===== src/rtl/serial_subtractor_pkg.sv =====
// Shared definitions for the bit-serial subtractor: FSM state encodings and default width.
package serial_subtractor_pkg;

  localparam int unsigned DEFAULT_WIDTH = 4;

  typedef enum logic [1:0] {
    ST_IDLE = 2'd0,
    ST_RUN  = 2'd1,
    ST_DONE = 2'd2
  } state_t;

endpackage


===== src/rtl/full_subtractor.sv =====
// 1-bit combinational full subtractor cell: d = a - b - bin, bout = borrow out.
module full_subtractor (
  input  logic a,
  input  logic b,
  input  logic bin,
  output logic d,
  output logic bout
);

  assign d    = a ^ b ^ bin;
  assign bout = (~a & b) | (~(a ^ b) & bin);

endmodule


===== src/rtl/serial_subtractor.sv =====
// Bit-serial unsigned subtractor: Res = {borrow_out, A - B}, one bit per clock, LSB first,
// with a start/busy/done handshake toward the control unit.
module serial_subtractor
  import serial_subtractor_pkg::*;
#(
  parameter int unsigned WIDTH = DEFAULT_WIDTH,
  parameter int unsigned CNT_W = 4
) (
  input  logic             clk,
  input  logic             rst,
  input  logic             start,
  input  logic [WIDTH-1:0] A,
  input  logic [WIDTH-1:0] B,
  output logic             busy,
  output logic             done,
  output logic [WIDTH:0]   Res,
  output logic             zero
);

  state_t             state;
  state_t             state_next;
  logic [CNT_W-1:0]   idx;
  logic               br;
  logic [WIDTH-1:0]   a_sh;
  logic [WIDTH-1:0]   b_sh;
  logic [WIDTH-1:0]   diff_sh;
  logic [WIDTH-1:0]   diff_next;
  logic               d;
  logic               bout;
  logic               accept;
  logic               last;

  full_subtractor u_cell (
    .a    (a_sh[0]),
    .b    (b_sh[0]),
    .bin  (br),
    .d    (d),
    .bout (bout)
  );

  assign accept    = start && ((state == ST_IDLE) || (state == ST_DONE));
  assign last      = (idx == CNT_W'(WIDTH - 1));
  // New bit enters at the MSB so the first (LSB) bit ends up in position 0 after WIDTH shifts.
  assign diff_next = {d, diff_sh[WIDTH-1:1]};

  always_ff @(posedge clk) begin
    if (rst) begin
      state   <= ST_IDLE;
      idx     <= '0;
      br      <= 1'b0;
      a_sh    <= '0;
      b_sh    <= '0;
      diff_sh <= '0;
      Res     <= '0;
      zero    <= 1'b0;
    end else begin
      state <= state_next;
      if (accept) begin
        a_sh <= A;
        b_sh <= B;
        br   <= 1'b0;
        idx  <= '0;
      end else if (state == ST_RUN) begin
        a_sh    <= a_sh >> 1;
        b_sh    <= b_sh >> 1;
        br      <= bout;
        idx     <= idx + CNT_W'(1);
        diff_sh <= diff_next;
        if (last) begin
          Res  <= {bout, diff_next};
          zero <= (diff_next == '0);
        end
      end
    end
  end

  always_comb begin
    state_next = state;
    busy       = 1'b0;
    done       = 1'b0;
    case (state)
      ST_IDLE: begin
        if (start) state_next = ST_RUN;
      end
      ST_RUN: begin
        busy = 1'b1;
        if (last) state_next = ST_DONE;
      end
      ST_DONE: begin
        done       = 1'b1;
        state_next = start ? ST_RUN : ST_IDLE;
      end
      default: state_next = ST_IDLE;
    endcase
  end

endmodule


===== config.mk =====
export PLATFORM = sky130hd
export DESIGN_NAME = serial_subtractor
export DESIGN_NICKNAME = d
export VERILOG_FILES = /design/src/rtl/serial_subtractor_pkg.sv /design/src/rtl/full_subtractor.sv /design/src/rtl/serial_subtractor.sv
export SDC_FILE = /design/constraint.sdc
export NUM_CORES = 1
export LEC_CHECK = 0
export CORE_ASPECT_RATIO = 1.2
export CORE_MARGIN = 5
export CORE_UTILIZATION = 35
export CTS_CLUSTER_SIZE = 12
export DETAILED_ROUTE_END_ITERATION = 16
export HOLD_SLACK_MARGIN = 0.05
export PLACE_DENSITY = 0.62
export SYNTH_ARGS = -nofsm -noshare
export SYNTH_HDL_FRONTEND = slang
export SYNTH_SLANG_ARGS = --single-unit

===== constraint.sdc =====
create_clock -name clk -period 2.9 [get_ports clk]
set_input_delay 0.29 -clock clk [delete_from_list [all_inputs] [get_ports clk]]
set_output_delay 0.29 -clock clk [all_outputs]
set_load 0.03 [all_outputs]

==> results of run 1 <==
[stage by stage]
stage	worst slack, ns	utilization [%]	hold slack [ns]	area (µm²)	std cells
floorplan	1.51	-	0.447	986	113
global placement	1.23	42.8	0.461	1180	159
detailed placement	1.19	42.8	0.472	1180	159
CTS	0.858	44.7	0.493	1230	163
global route	0.780	44.7	0.512	1230	163
finish	0.891	44.7	0.487	1230	163
[cell usage in the layout, fill, tap and decap left out, drive strengths merged]
cell type,instances
a311oi,1
inv,4
a31oi,4
o221ai,1
clkbuf,3
a211oi,1
dfxtp,24
xor2,1
fa,1
nand2b,2
or3b,1
nand2,15
nor2b,1
o22ai,2
ha,1
nor3b,1
mux2i,2
or3,1
xnor2,1
nor3,7
nand3,6
clkdlybuf4s50,18
nor2,4
nor4,1
a21oi,12
and2b,1
o21ai,9
nand3b,1
buf,2
bufinv,1
[synth_stat cells]
master / count / share of area [%]
dfxtp_1: 24 / 49
nand2_1: 15 / 5.7
a21oi_1: 12 / 6.1
o21ai_0: 9 / 4.6
nor3_1: 7 / 3.6
nand3_1: 6 / 3.0
a31oi_1: 4 / 2.5
buf_2: 4 / 2.0
inv_1: 4 / 1.5
nor2_1: 4 / 1.5
clkbuf_1: 3 / 1.1
mux2i_1: 2 / 2.0
nand2b_1: 2 / 1.3
o22ai_1: 2 / 1.3
a211oi_1: 1 / 0.76
a311oi_1: 1 / 0.89
and2b_1: 1 / 0.76
buf_6: 1 / 1.1
fa_1: 1 / 2.0
ha_1: 1 / 1.3
nand3b_1: 1 / 0.76
nor2b_1: 1 / 0.63
nor3b_4: 1 / 1.9
nor4_1: 1 / 0.63
o221ai_1: 1 / 0.89
or3_1: 1 / 0.63
or3b_1: 1 / 0.89
xnor2_1: 1 / 0.89
xor2_1: 1 / 0.89
[cell type report]
class | count | area, µm² | area share (%)
multi-input combinational | 77 | 448 | 36.3
timing repair buffer | 20 | 195 | 15.8
inverter | 4 | 15.0 | 1.22
clock inverter | 1 | 30.0 | 2.43
sequential | 24 | 480 | 38.9
tap | 34 | 42.5 | 3.45
clock buffer | 3 | 22.5 | 1.83
[registers in the layout (all words and copies together), names as in the netlist]
signal and count:
Res 5, a_sh 4, b_sh 4, br 1
diff_sh 3, idx 4, state 2, zero 1
[critical path, stage by stage, from the launching register on]
cell and delay, ns:
dfxtp_1 0.40, nand2b_1 0.07, buf_4 0.19, inv_1 0.09, clkdlybuf4s50_1 0.66
[worst paths after layout]
check | start | endpoint | cells past startpoint
min reg2reg | Res[0] | Res[0] | 2
max reg2reg | b_sh[0] | zero | 5
max | state[0] | busy | 4
min | Res[0] | Res[0] | 2
[metal layers]
metal / vias to the layer above / global-route usage (%) / wire length (µm)
met3: 4 / 1.89 / 99
met1: 367 / 12.6 / 875
li1: 429 / - / -
met5: - / 0 / 0
met4: 0 / 4.35 / 17
met2: 29 / 17.9 / 961
[power by group through the flow]
stage | combinational [mW] | clock [mW] | sequential [mW]
after global placement | 0.0835 | 0 | 0.360
after detailed placement | 0.0842 | 0 | 0.361
final | 0.0844 | 0.236 | 0.354
after CTS | 0.0850 | 0.243 | 0.354
after global routing | 0.0936 | 0.253 | 0.356
after floorplan | 0.0594 | 0 | 0.359
[logic make-up after synthesis]
logic type                 after synthesis  synth area share, %
and+or+nand+nor                         41                 21.3
AOI/OAI and AO/OA                       30                 17.0
DFF                                     24                 48.7
buffers and inverters                   12                 5.84
xor gates and xnor gates                 2                 1.78
muxes                                    2                 2.03
adders and majority gates                2                 3.30
==> impl_metrics.env, run 1 <==
export IMPL_grt_max_degree=23
export IMPL_p_clk_share_pct=35.0
export IMPL_antenna_cells=0
export IMPL_rsz0062_at_grt="false"
export IMPL_internal_power_mw=0.522
export IMPL_die_x_um=58.5
export IMPL_drt_initial_drc_count=23
export IMPL_drc=0
export IMPL_io_pins=19
export IMPL_clkLatencyLatePin_ns=0.31
export IMPL_syn_nets=126
export IMPL_hold_viol_final=0
export IMPL_slew_viol_final=0
export IMPL_cts_setup_buffers=0
export IMPL_nets=143
export IMPL_cts_resized=0
export IMPL_dp_hpwl_mm=1.45
export IMPL_die_area_mm2=0.00398
export IMPL_row_count=21
export IMPL_htreeDepth=1
export IMPL_grt_usage_pct=10.4
export IMPL_core_area_mm2=0.00276
export IMPL_finalSetupTns_ns=0
export IMPL_gp_congestion=0.759
export IMPL_outcome="finished, final reports clean"
export IMPL_syn_instance_count=113
export IMPL_cts_tree="done"
export IMPL_syn_area_um2=986
export IMPL_root_buffer="clkbuf_4"
export IMPL_finalClockSkew_ns=0.0143
export IMPL_cts_made_buffers=3
export IMPL_arrival_ns=1.72
export IMPL_power_density_mw_per_mm2=546
export IMPL_required_ns=2.61
export IMPL_fillerInstances=295
export IMPL_end_kind="output port"
export IMPL_fmax_mhz=498
export IMPL_swShare_pct=22.5
export IMPL_path_clk_slew_ns=0.14
export IMPL_switchingPower_mw=0.152
export IMPL_grt_remaining_overflow=0
export IMPL_start_util_pct=35.7
export IMPL_drive_above_1_share_pct=5.43
export IMPL_period_minus_slack_ns=2.01
export IMPL_grt_pass1_wl_mm=3.26
export IMPL_power_mw=0.674
export IMPL_grt_antenna_before_repair=0
export IMPL_synth_seq_cells=24
export IMPL_path_class="flip-flop to output port"
export IMPL_crit_path_max_fanout=20
export IMPL_critPathLaunchType="flip-flop"
export IMPL_worst_pin_slew_ns=0.596
export IMPL_syn_to_final_growth_pct=25.1
export IMPL_clock_sinks=24
export IMPL_setup_violations=0
export IMPL_wire_per_inst_um=12.0
export IMPL_wl_mm=1.95
export IMPL_leakage_nw=0.426
export IMPL_ys_seq_area_share_pct=48.7
export IMPL_cts_hold_buf=0
export IMPL_power_frac_seq_pct=52.5
export IMPL_grt_pass1_vias=785
export IMPL_drv_cap=0
export IMPL_portBuffers=18
export IMPL_ant_nets=0
export IMPL_vias=829
export IMPL_max_vdd_ir_drop_uv=293
export IMPL_vias_per_cell=5.09
export IMPL_p_comb_share_pct=12.5
export IMPL_cts_max_path_buffers=2
export IMPL_r2r_slack_ns=1.41
export IMPL_fp_dieH_um=68.1
export IMPL_syn_area_per_cell_um2=8.73
export IMPL_relSlewSlack_pct=60.1
export IMPL_ys_types=29
export IMPL_firstDrtPassIters=4
export IMPL_hold_class="flip-flop to flip-flop"
export IMPL_min_period_over_period_pct=69.3
export IMPL_yosys_warnings=0
(Power assumes the default switching activity.)
==> run 2, diff against run 1 <==
Clock period 2.9 ns to 2 ns, I/O delays scaled along.
==> run 2 against run 1 <==
  * Sequential power increased by 45%
  * Non-clock buffer count increased by 1
  * Clock power shrank 15%
  * Wire length is 0.31% higher
  * Die area unchanged
  * Cell count is the same
  * Power increased by 24%
  * Clock skew down 0.013 ns
  * Design area shrank 2.0%
  * Worst hold slack worse by 0.0057 ns
  * Largest cell class unchanged
==> impl_metrics.env, run 2 (same netlist as run 1, synthesis figures left out) <==
export IMPL_final_cells=163
export IMPL_reg2reg_depth=5
export IMPL_min_period_over_period_pct=82.7
export IMPL_finalSetupTns_ns=0
export IMPL_power_frac_seq_pct=61.4
export IMPL_swShare_pct=25.2
export IMPL_fp_dieH_um=68.1
export IMPL_required_ns=1.80
export IMPL_largest_register_ffs=5
export IMPL_antenna_cells=0
export IMPL_ant_nets=0
export IMPL_grt_pass1_wl_mm=3.44
export IMPL_cts_setup_buffers=0
export IMPL_finalClockSkew_ns=0.00171
export IMPL_relSlewSlack_pct=66.5
export IMPL_grt_usage_pct=11.2
export IMPL_leakage_nw=0.418
export IMPL_fmax_mhz=604
export IMPL_grt_antenna_before_repair=0
export IMPL_crit_path_max_fanout=5
export IMPL_cp_endpoint="done"
export IMPL_hold_viol_final=0
export IMPL_drv_cap=0
export IMPL_slew_viol_final=0
export IMPL_syn_to_final_growth_pct=22.6
export IMPL_nets=144
export IMPL_row_count=21
export IMPL_rsz0062_at_grt="false"
export IMPL_critPathLaunchType="flip-flop"
export IMPL_gp_congestion=0.751
export IMPL_cts_tree="done"
export IMPL_drt_initial_drc_count=27
export IMPL_path_clk_slew_ns=0.12
export IMPL_htreeDepth=1
export IMPL_r2r_slack_ns=0.50
export IMPL_power_density_mw_per_mm2=691
export IMPL_period_minus_slack_ns=1.65
export IMPL_grt_remaining_overflow=0
export IMPL_arrival_ns=1.45
export IMPL_cts_max_path_buffers=2
export IMPL_clock_sinks=24
export IMPL_io_pins=19
export IMPL_setup_violations=0
export IMPL_grt_pass1_vias=819
export IMPL_multi_input_area_um2=448
export IMPL_root_buffer="clkbuf_4"
export IMPL_wl_mm=1.96
export IMPL_crit_chain="nor2b_1 -> clkdlybuf4s50_1"
export IMPL_postLayoutCellArea_mm2=0.00121
export IMPL_cts_resized=0
export IMPL_drc=0
export IMPL_dp_hpwl_mm=1.48
export IMPL_hold_class="flip-flop to flip-flop"
export IMPL_r2r_start="b_sh[0]"
export IMPL_crit_start="state[0]"
export IMPL_crit_slowest_cell="clkdlybuf4s50_1"
export IMPL_final_cell_mix="dfxtp_1 (24), clkdlybuf4s50_1 (17), nand2_1 (15), a21oi_1 (12), o21ai_0 (9)"
export IMPL_largest_register="Res"
export IMPL_die_area_mm2=0.00398
export IMPL_final_common_cell="dfxtp_1"
export IMPL_p_clk_share_pct=23.9
export IMPL_dpl_cell_count=160
export IMPL_die_x_um=58.5
export IMPL_vias=821
export IMPL_grt_max_degree=20
export IMPL_dpl_instance_area_mm2=0.00119
export IMPL_path_class="flip-flop to output port"
export IMPL_cts_hold_buf=0
export IMPL_p_comb_share_pct=14.7
export IMPL_r2r_end="zero"
export IMPL_portBuffers=18
export IMPL_internal_power_mw=0.625
export IMPL_drive_above_1_share_pct=6.20
export IMPL_cpPeakStageDelay_ns=0.67
export IMPL_core_area_mm2=0.00276
export IMPL_outcome="finished, final reports clean"
export IMPL_end_kind="output port"
export IMPL_cts_made_buffers=3
export IMPL_power_mw=0.835
export IMPL_seq_area_um2=480
export IMPL_vias_per_cell=5.04
export IMPL_switchingPower_mw=0.210
export IMPL_firstDrtPassIters=4
export IMPL_whs_ns=0.482
export IMPL_max_vdd_ir_drop_uv=425
export IMPL_wire_per_inst_um=12.0
export IMPL_clkLatencyLatePin_ns=0.30
export IMPL_worst_pin_slew_ns=0.502
export IMPL_fillerInstances=298
export IMPL_start_util_pct=35.7
-- run 2: cell count changes in the layout (fill, tap and decap cells not counted), sizes merged --
cell / delta
clkdlybuf4s50: -1
buf: +2
bufinv: -1
-- run 2: cell type report --
| type | count | area share, % |
|---|---|---|
| Sequential cell | 24 | 39.8 |
| Tap cell | 34 | 3.52 |
| Timing Repair Buffer | 21 | 16.6 |
| Inverter | 4 | 1.24 |
| Clock buffer | 3 | 1.86 |
| Multi-Input combinational cell | 77 | 37.1 |
-- run 2: power groups by stage --
stage	combinational, mW	clock [mW]	sequential [mW]
2_1_floorplan	0.0861	0	0.520
3_3_place_gp	0.122	0	0.523
3_5_place_dp	0.124	0	0.523
4_1_cts	0.125	0.214	0.513
5_1_grt	0.139	0.238	0.517
6_report	0.123	0.200	0.512
-- run 2: routing by layer --
layer	vias up	global-route usage, %	share of wire (%)
met5	-	0	0
met2	22	18.3	48
met3	4	1.89	4.3
met1	370	14.2	46
li1	425	-	-
met4	0	5.51	1.8
-- run 2: worst min path at each step --
| stage | startpoint | endpoint | slack [ns] | cells after the start |
|---|---|---|---|---|
| floorplan | A[3] | a_sh[3] | 0.40 | 2 |
| global placement | a_sh[1] | a_sh[0] | 0.46 | 2 |
| detailed placement | a_sh[1] | a_sh[0] | 0.47 | 2 |
| CTS | a_sh[1] | a_sh[0] | 0.48 | 2 |
| global route | A[1] | a_sh[1] | 0.51 | 3 |
| finish | a_sh[1] | a_sh[0] | 0.48 | 2 |
-- run 2: worst max-delay path: cells and delay by family, from the launching register on --
kind | cells | cell delay, ns
buf+inv | 1 | 0.67
flops | 1 | 0.37
simple gates | 1 | 0.12
-- run 2: stage by stage --
| stage | utilization (%) | setup slack, ns |
|---|---|---|
| 6_report | 43.8 | 0.346 |
| 5_1_grt | 43.8 | 0.188 |
| 4_1_cts | 43.8 | 0.296 |
| 3_5_place_dp | 43.0 | 0.543 |
| 3_3_place_gp | 43.0 | 0.572 |
| 2_1_floorplan | - | 0.614 |
==> RTL change 1, RTL diff (flow settings as in run 2) <==
The package constant `DEFAULT_WIDTH` goes from 4 to 6.
--- a/src/rtl/serial_subtractor_pkg.sv
+++ b/src/rtl/serial_subtractor_pkg.sv
@@ -1,7 +1,7 @@
 // Shared definitions for the bit-serial subtractor: FSM state encodings and default width.
 package serial_subtractor_pkg;
 
-  localparam int unsigned DEFAULT_WIDTH = 4;
+  localparam int unsigned DEFAULT_WIDTH = 6;
 
   typedef enum logic [1:0] {
     ST_IDLE = 2'd0,
Interface: changed (resized A, B and Res); port bits go from 19 to 25. No check against the original RTL was run, so the function may have changed too.
==> RTL change 1 against run 2 <==
  * Critical path depth unchanged
  * Critical path type unchanged
  * Count of clock-buffer cells in the layout increased by 3
  * Setup slack got worse by 0.015 ns
  * Wire length grew 50%
  * Die area grew 29%
  * Sequential cell count rose by 8
  * Register-to-register slack better by 0.08 ns
  * Highest routed layer unchanged
  * Final area up 39%
  * Largest power group unchanged
  * Sequential power grew 34%
  * Area after synthesis grew 35%
  * Synthesized cell count up 33%
  * Global-route usage increased by 1.5 points
  * Total power up 75%
==> RTL change 1: results (changes against run 2) <==
| Metric | Value |
|---|---|
| Clock-pin slew on the worst setup and hold paths | `0.07 ns (-0.05 ns)` |
| Signal buffers | `27 (+29%)` |
| Reg2Reg Depth | `3 (-2)` |
| Crit path DAT | `1.47 ns (+0.02 ns)` |
| H-tree level count | `2 (+1)` |
| Initial DRC count | `38 (+41%)` |
| Detailed-route wire length | `2.94 mm (+50%)` |
| Reg2reg end | `idx[1]$_SDFFE_PP0N_` |
| Synth Net Count | `168 (+33%)` |
| PnR worst setup slack | `0.330 ns (-0.0151 ns)` |
| Vias per std cell | `5.08 (+0.77%)` |
| Routed wire per std cell | `13.1 um (+8.9%)` |
| Metal-1 WL | `1.27 mm (+43%)` |
| Ranking of synthesized cells by area | `dfxtp_1 (48%), a21oi_1 (6.0%), nor3_1 (4.9%)` |
| Fraction of layout cells with a size suffix above 1 | `8.09% (+1.9 points)` |
| Vias in the first global route | `1118 (+37%)` |
| Non-clock buffer share | `15.4% (-1.1 points)` |
| Clkbuf count | `6 (+3)` |
| Setup slack at placement | `0.394 ns (-0.149 ns)` |
| FF/Latch Area | `641 um^2 (+33%)` |
| Dpl cells | `217 (+36%)` |
| Static Leak | `0.581 nW (+39%)` |
| Multi-input gate area | `594 um^2 (+33%)` |
| Nets | `190 (+32%)` |
| Run status | `finished, final reports clean` |
| DP Area | `1580 um^2 (+33%)` |
## RTL change 1: report_power, final
part | total, mW | switching (mW) | leakage (nW) | internal, mW
sequential | 0.686 | 0.0187 | 0.261 | 0.667
clock | 0.607 | 0.238 | 0.0552 | 0.369
combinational | 0.171 | 0.0946 | 0.265 | 0.0759
total | 1.46 | 0.351 | 0.581 | 1.11
## RTL change 1: kinds of logic after synthesis
kind of cell / count (synthesis) / synth area share (%)
XOR/XNOR: 2 / 1.32
multiplexers: 2 / 1.51
flip-flops: 32 / 48.2
AO/OA/AOI/OAI: 38 / 17.8
adder cells (fa/ha/maj): 3 / 3.39
AND/OR/NAND/NOR: 57 / 20.7
buffers and inverters: 16 / 7.06
## RTL change 1: tightest hold or removal path, cell delays in order, from the launching register on
cell and delay, ns:
dfxtp_1 0.31, o21ai_0 0.06, a21oi_1 0.06
==> RTL change 2, RTL diff (flow settings as in run 2) <==
Without the edit above. Re-encode `state_t` (3 states) as one-hot, 3 bits wide.
--- a/src/rtl/serial_subtractor_pkg.sv
+++ b/src/rtl/serial_subtractor_pkg.sv
@@ -3,10 +3,10 @@
 
   localparam int unsigned DEFAULT_WIDTH = 4;
 
-  typedef enum logic [1:0] {
-    ST_IDLE = 2'd0,
-    ST_RUN  = 2'd1,
-    ST_DONE = 2'd2
+  typedef enum logic [2:0] {
+    ST_IDLE = 3'b001,
+    ST_RUN  = 3'b010,
+    ST_DONE = 3'b100
   } state_t;
 
 endpackage
Function: same outputs for any inputs over 10 cycles, from zero or initial values and one cycle with rst high; not proved beyond that.
==> RTL change 2 against run 2 <==
  * Setup slack got worse by 0.22 ns
  * Final area increased by 9.2%
  * Largest cell class is now multi-input combinational cells
  * Cell count grew 4.3%
  * Total power is 0.20% higher
  * Maximum frequency shrank 12%
  * Critical path depth is 1 higher
  * Non-clock buffer count is 2 higher
  * Via count rose by 9.9%
  * Area after synthesis grew 8.9%
  * Wire length is 15% higher
  * Sequential cell count rose by 1
  * Synthesized cell count grew 3.5%
==> RTL change 2: results (changes against run 2) <==
| Metric | Value |
|---|---|
| Number of flip-flops in the largest register | `5 (unchanged)` |
| Initial DRC count | `30 (+11%)` |
| Critical-path top delay cell | `or3b_4` |
| Global-route wire length before repair | `4.00 mm (+16%)` |
| Run status | `finished, final reports clean` |
| Multiplexer share of the synthesized area | `0.932% (-1.1 points)` |
| Crit path DAT | `1.67 ns (+0.22 ns)` |
| CP max stage delay | `0.54 ns (-0.13 ns)` |
| FFs w/ async S/R, synth | `0% (unchanged)` |
| Detailed Routing Iterations Pass 1 | `4 (unchanged)` |
| Worst-Margin Slew | `0.447 ns (-0.0542 ns)` |
| Type of the worst min-delay path | `input port to flop` |
| Nets | `148 (+2.8%)` |
| H-tree level count | `1 (unchanged)` |
| Clock-pin slew on the worst setup and hold paths | `0.12 ns (about the same)` |
| Drt drc | `0 (unchanged)` |
| Largest net degree at the start of global routing | `23 (+15%)` |
| Vias per std cell | `5.31 (+5.3%)` |
| CP max FO | `22 (+17)` |
| Clk_lat worst skew | `0.30 ns (about the same)` |
| Antenna violations before repair | `0 (unchanged)` |
| Static Leak | `0.453 nW (+8.5%)` |
| # Max-Cap Violations | `0 (unchanged)` |
| CP top delay family | `simple AND/OR/NAND/NOR gates` |
| Post-Synth Adder-Cell Area | `3.03% (-0.27 points)` |
| Ranking of synthesized cells by area | `dfxtp_1 (47%), a21oi_1 (7.9%), o211ai_1 (5.6%)` |
| Fraction of layout cells with a size suffix above 1 | `9.70% (+3.5 points)` |
| Clk_skew | `0.00785 ns (+0.00614 ns)` |
| # Post-CTS Setup Buffers | `0 (unchanged)` |
| Gpl congestion | `0.727 (-3.1%)` |
| Gr usage total | `11.8% (+0.60 points)` |
| Peak VDD IR | `0.374 mV (-12%)` |
| Compound-cell area share of the yosys netlist | `24.9% (+7.9 points)` |
| Count of different cell masters after synthesis | `34 (+17%)` |
| Port-buffer cells | `18 (unchanged)` |
| CTS root buf | `clkbuf_4` |
| Detailed-route wire length | `2.26 mm (+15%)` |
| Clock buffer count from CTS | `3 (unchanged)` |
| Seq/Total Area, Yosys | `46.6% (-2.1 points)` |
| CTS Buffer Depth | `2 (unchanged)` |
| Reg with most FFs | `Res` |
| Post-synthesis xor/xnor area fraction | `3.96% (+2.2 points)` |
| DP Area | `1290 um^2 (+8.6%)` |
| Yosys warns | `0 (unchanged)` |
| Synth top cells by count | `dfxtp_1 (25), a21oi_1 (17), nand3_1 (8), o211ai_1 (8)` |
| ANT cells | `0 (unchanged)` |
| Synth Net Count | `130 (+3.2%)` |
| DP Wirelength | `1.61 mm (+8.8%)` |
| # fillers | `299 (+0.34%)` |
| Vias in the first global route | `890 (+8.7%)` |
| Post-synth top flop | `dfxtp_1` |
RTL change 2: changes by cell type after synthesis, moves of 4 or more:
cell      delta
nand2_1      -9
a31oi_1      -4
o211ai_1     +8
a32oi_1      +6
a21oi_1      +5
RTL change 2: cell type report:
type | instances | area [um^2] | share of cell area, %
Clock buffer | 4 | 26.3 | 1.99
Tap cell | 36 | 45.0 | 3.41
Sequential cell | 25 | 500 | 37.9
Multi-Input combinational cell | 79 | 517 | 39.1
Inverter | 3 | 13.8 | 1.04
Timing Repair Buffer | 23 | 218 | 16.5
RTL change 2: per-layer routing:
metal,GRT usage [%],up-vias,routed length [um]
met5,0,-,0
met4,5.54,0,19
met3,2.37,2,79
met2,17.5,15,1100
met1,16.1,418,1060
li1,-,467,-
RTL change 2: path summary, 6_finish.rpt:
path | slack [ns] | cells past startpoint | to | from
max | 0.13 | 3 | busy | state[2]$_SDFFE_PP0P_
min | 0.45 | 3 | b_sh[3]$_SDFFE_PP0P_ | B[3]
max reg2reg | 0.36 | 4 | br$_SDFFE_PP0N_ | state[2]$_SDFFE_PP0P_
min reg2reg | 0.48 | 2 | Res[0]$_SDFFE_PP0P_ | Res[0]$_SDFFE_PP0P_
RTL change 2: power by group:
part,switching [mW],internal [mW]
logic,0.0529,0.0506
registers,0.0109,0.513
clock network,0.132,0.0777
total,0.196,0.641
RTL change 2: through the flow:
| stage | setup WS (ns) | total power, mW | instances |
|---|---|---|---|
| final | 0.129 | 0.837 | 170 |
| after global routing | 0.00540 | 0.888 | 170 |
| after CTS | 0.0703 | 0.855 | 170 |
| after detailed placement | 0.272 | 0.638 | 166 |
| after global placement | 0.344 | 0.636 | 166 |
| after floorplan | 0.568 | 0.596 | 117 |
RTL change 2: what timing repair did:
action	CTS	global route
endpoints found under the setup margin	1	1
gates resized for setup	1	1
pin swaps	0	0
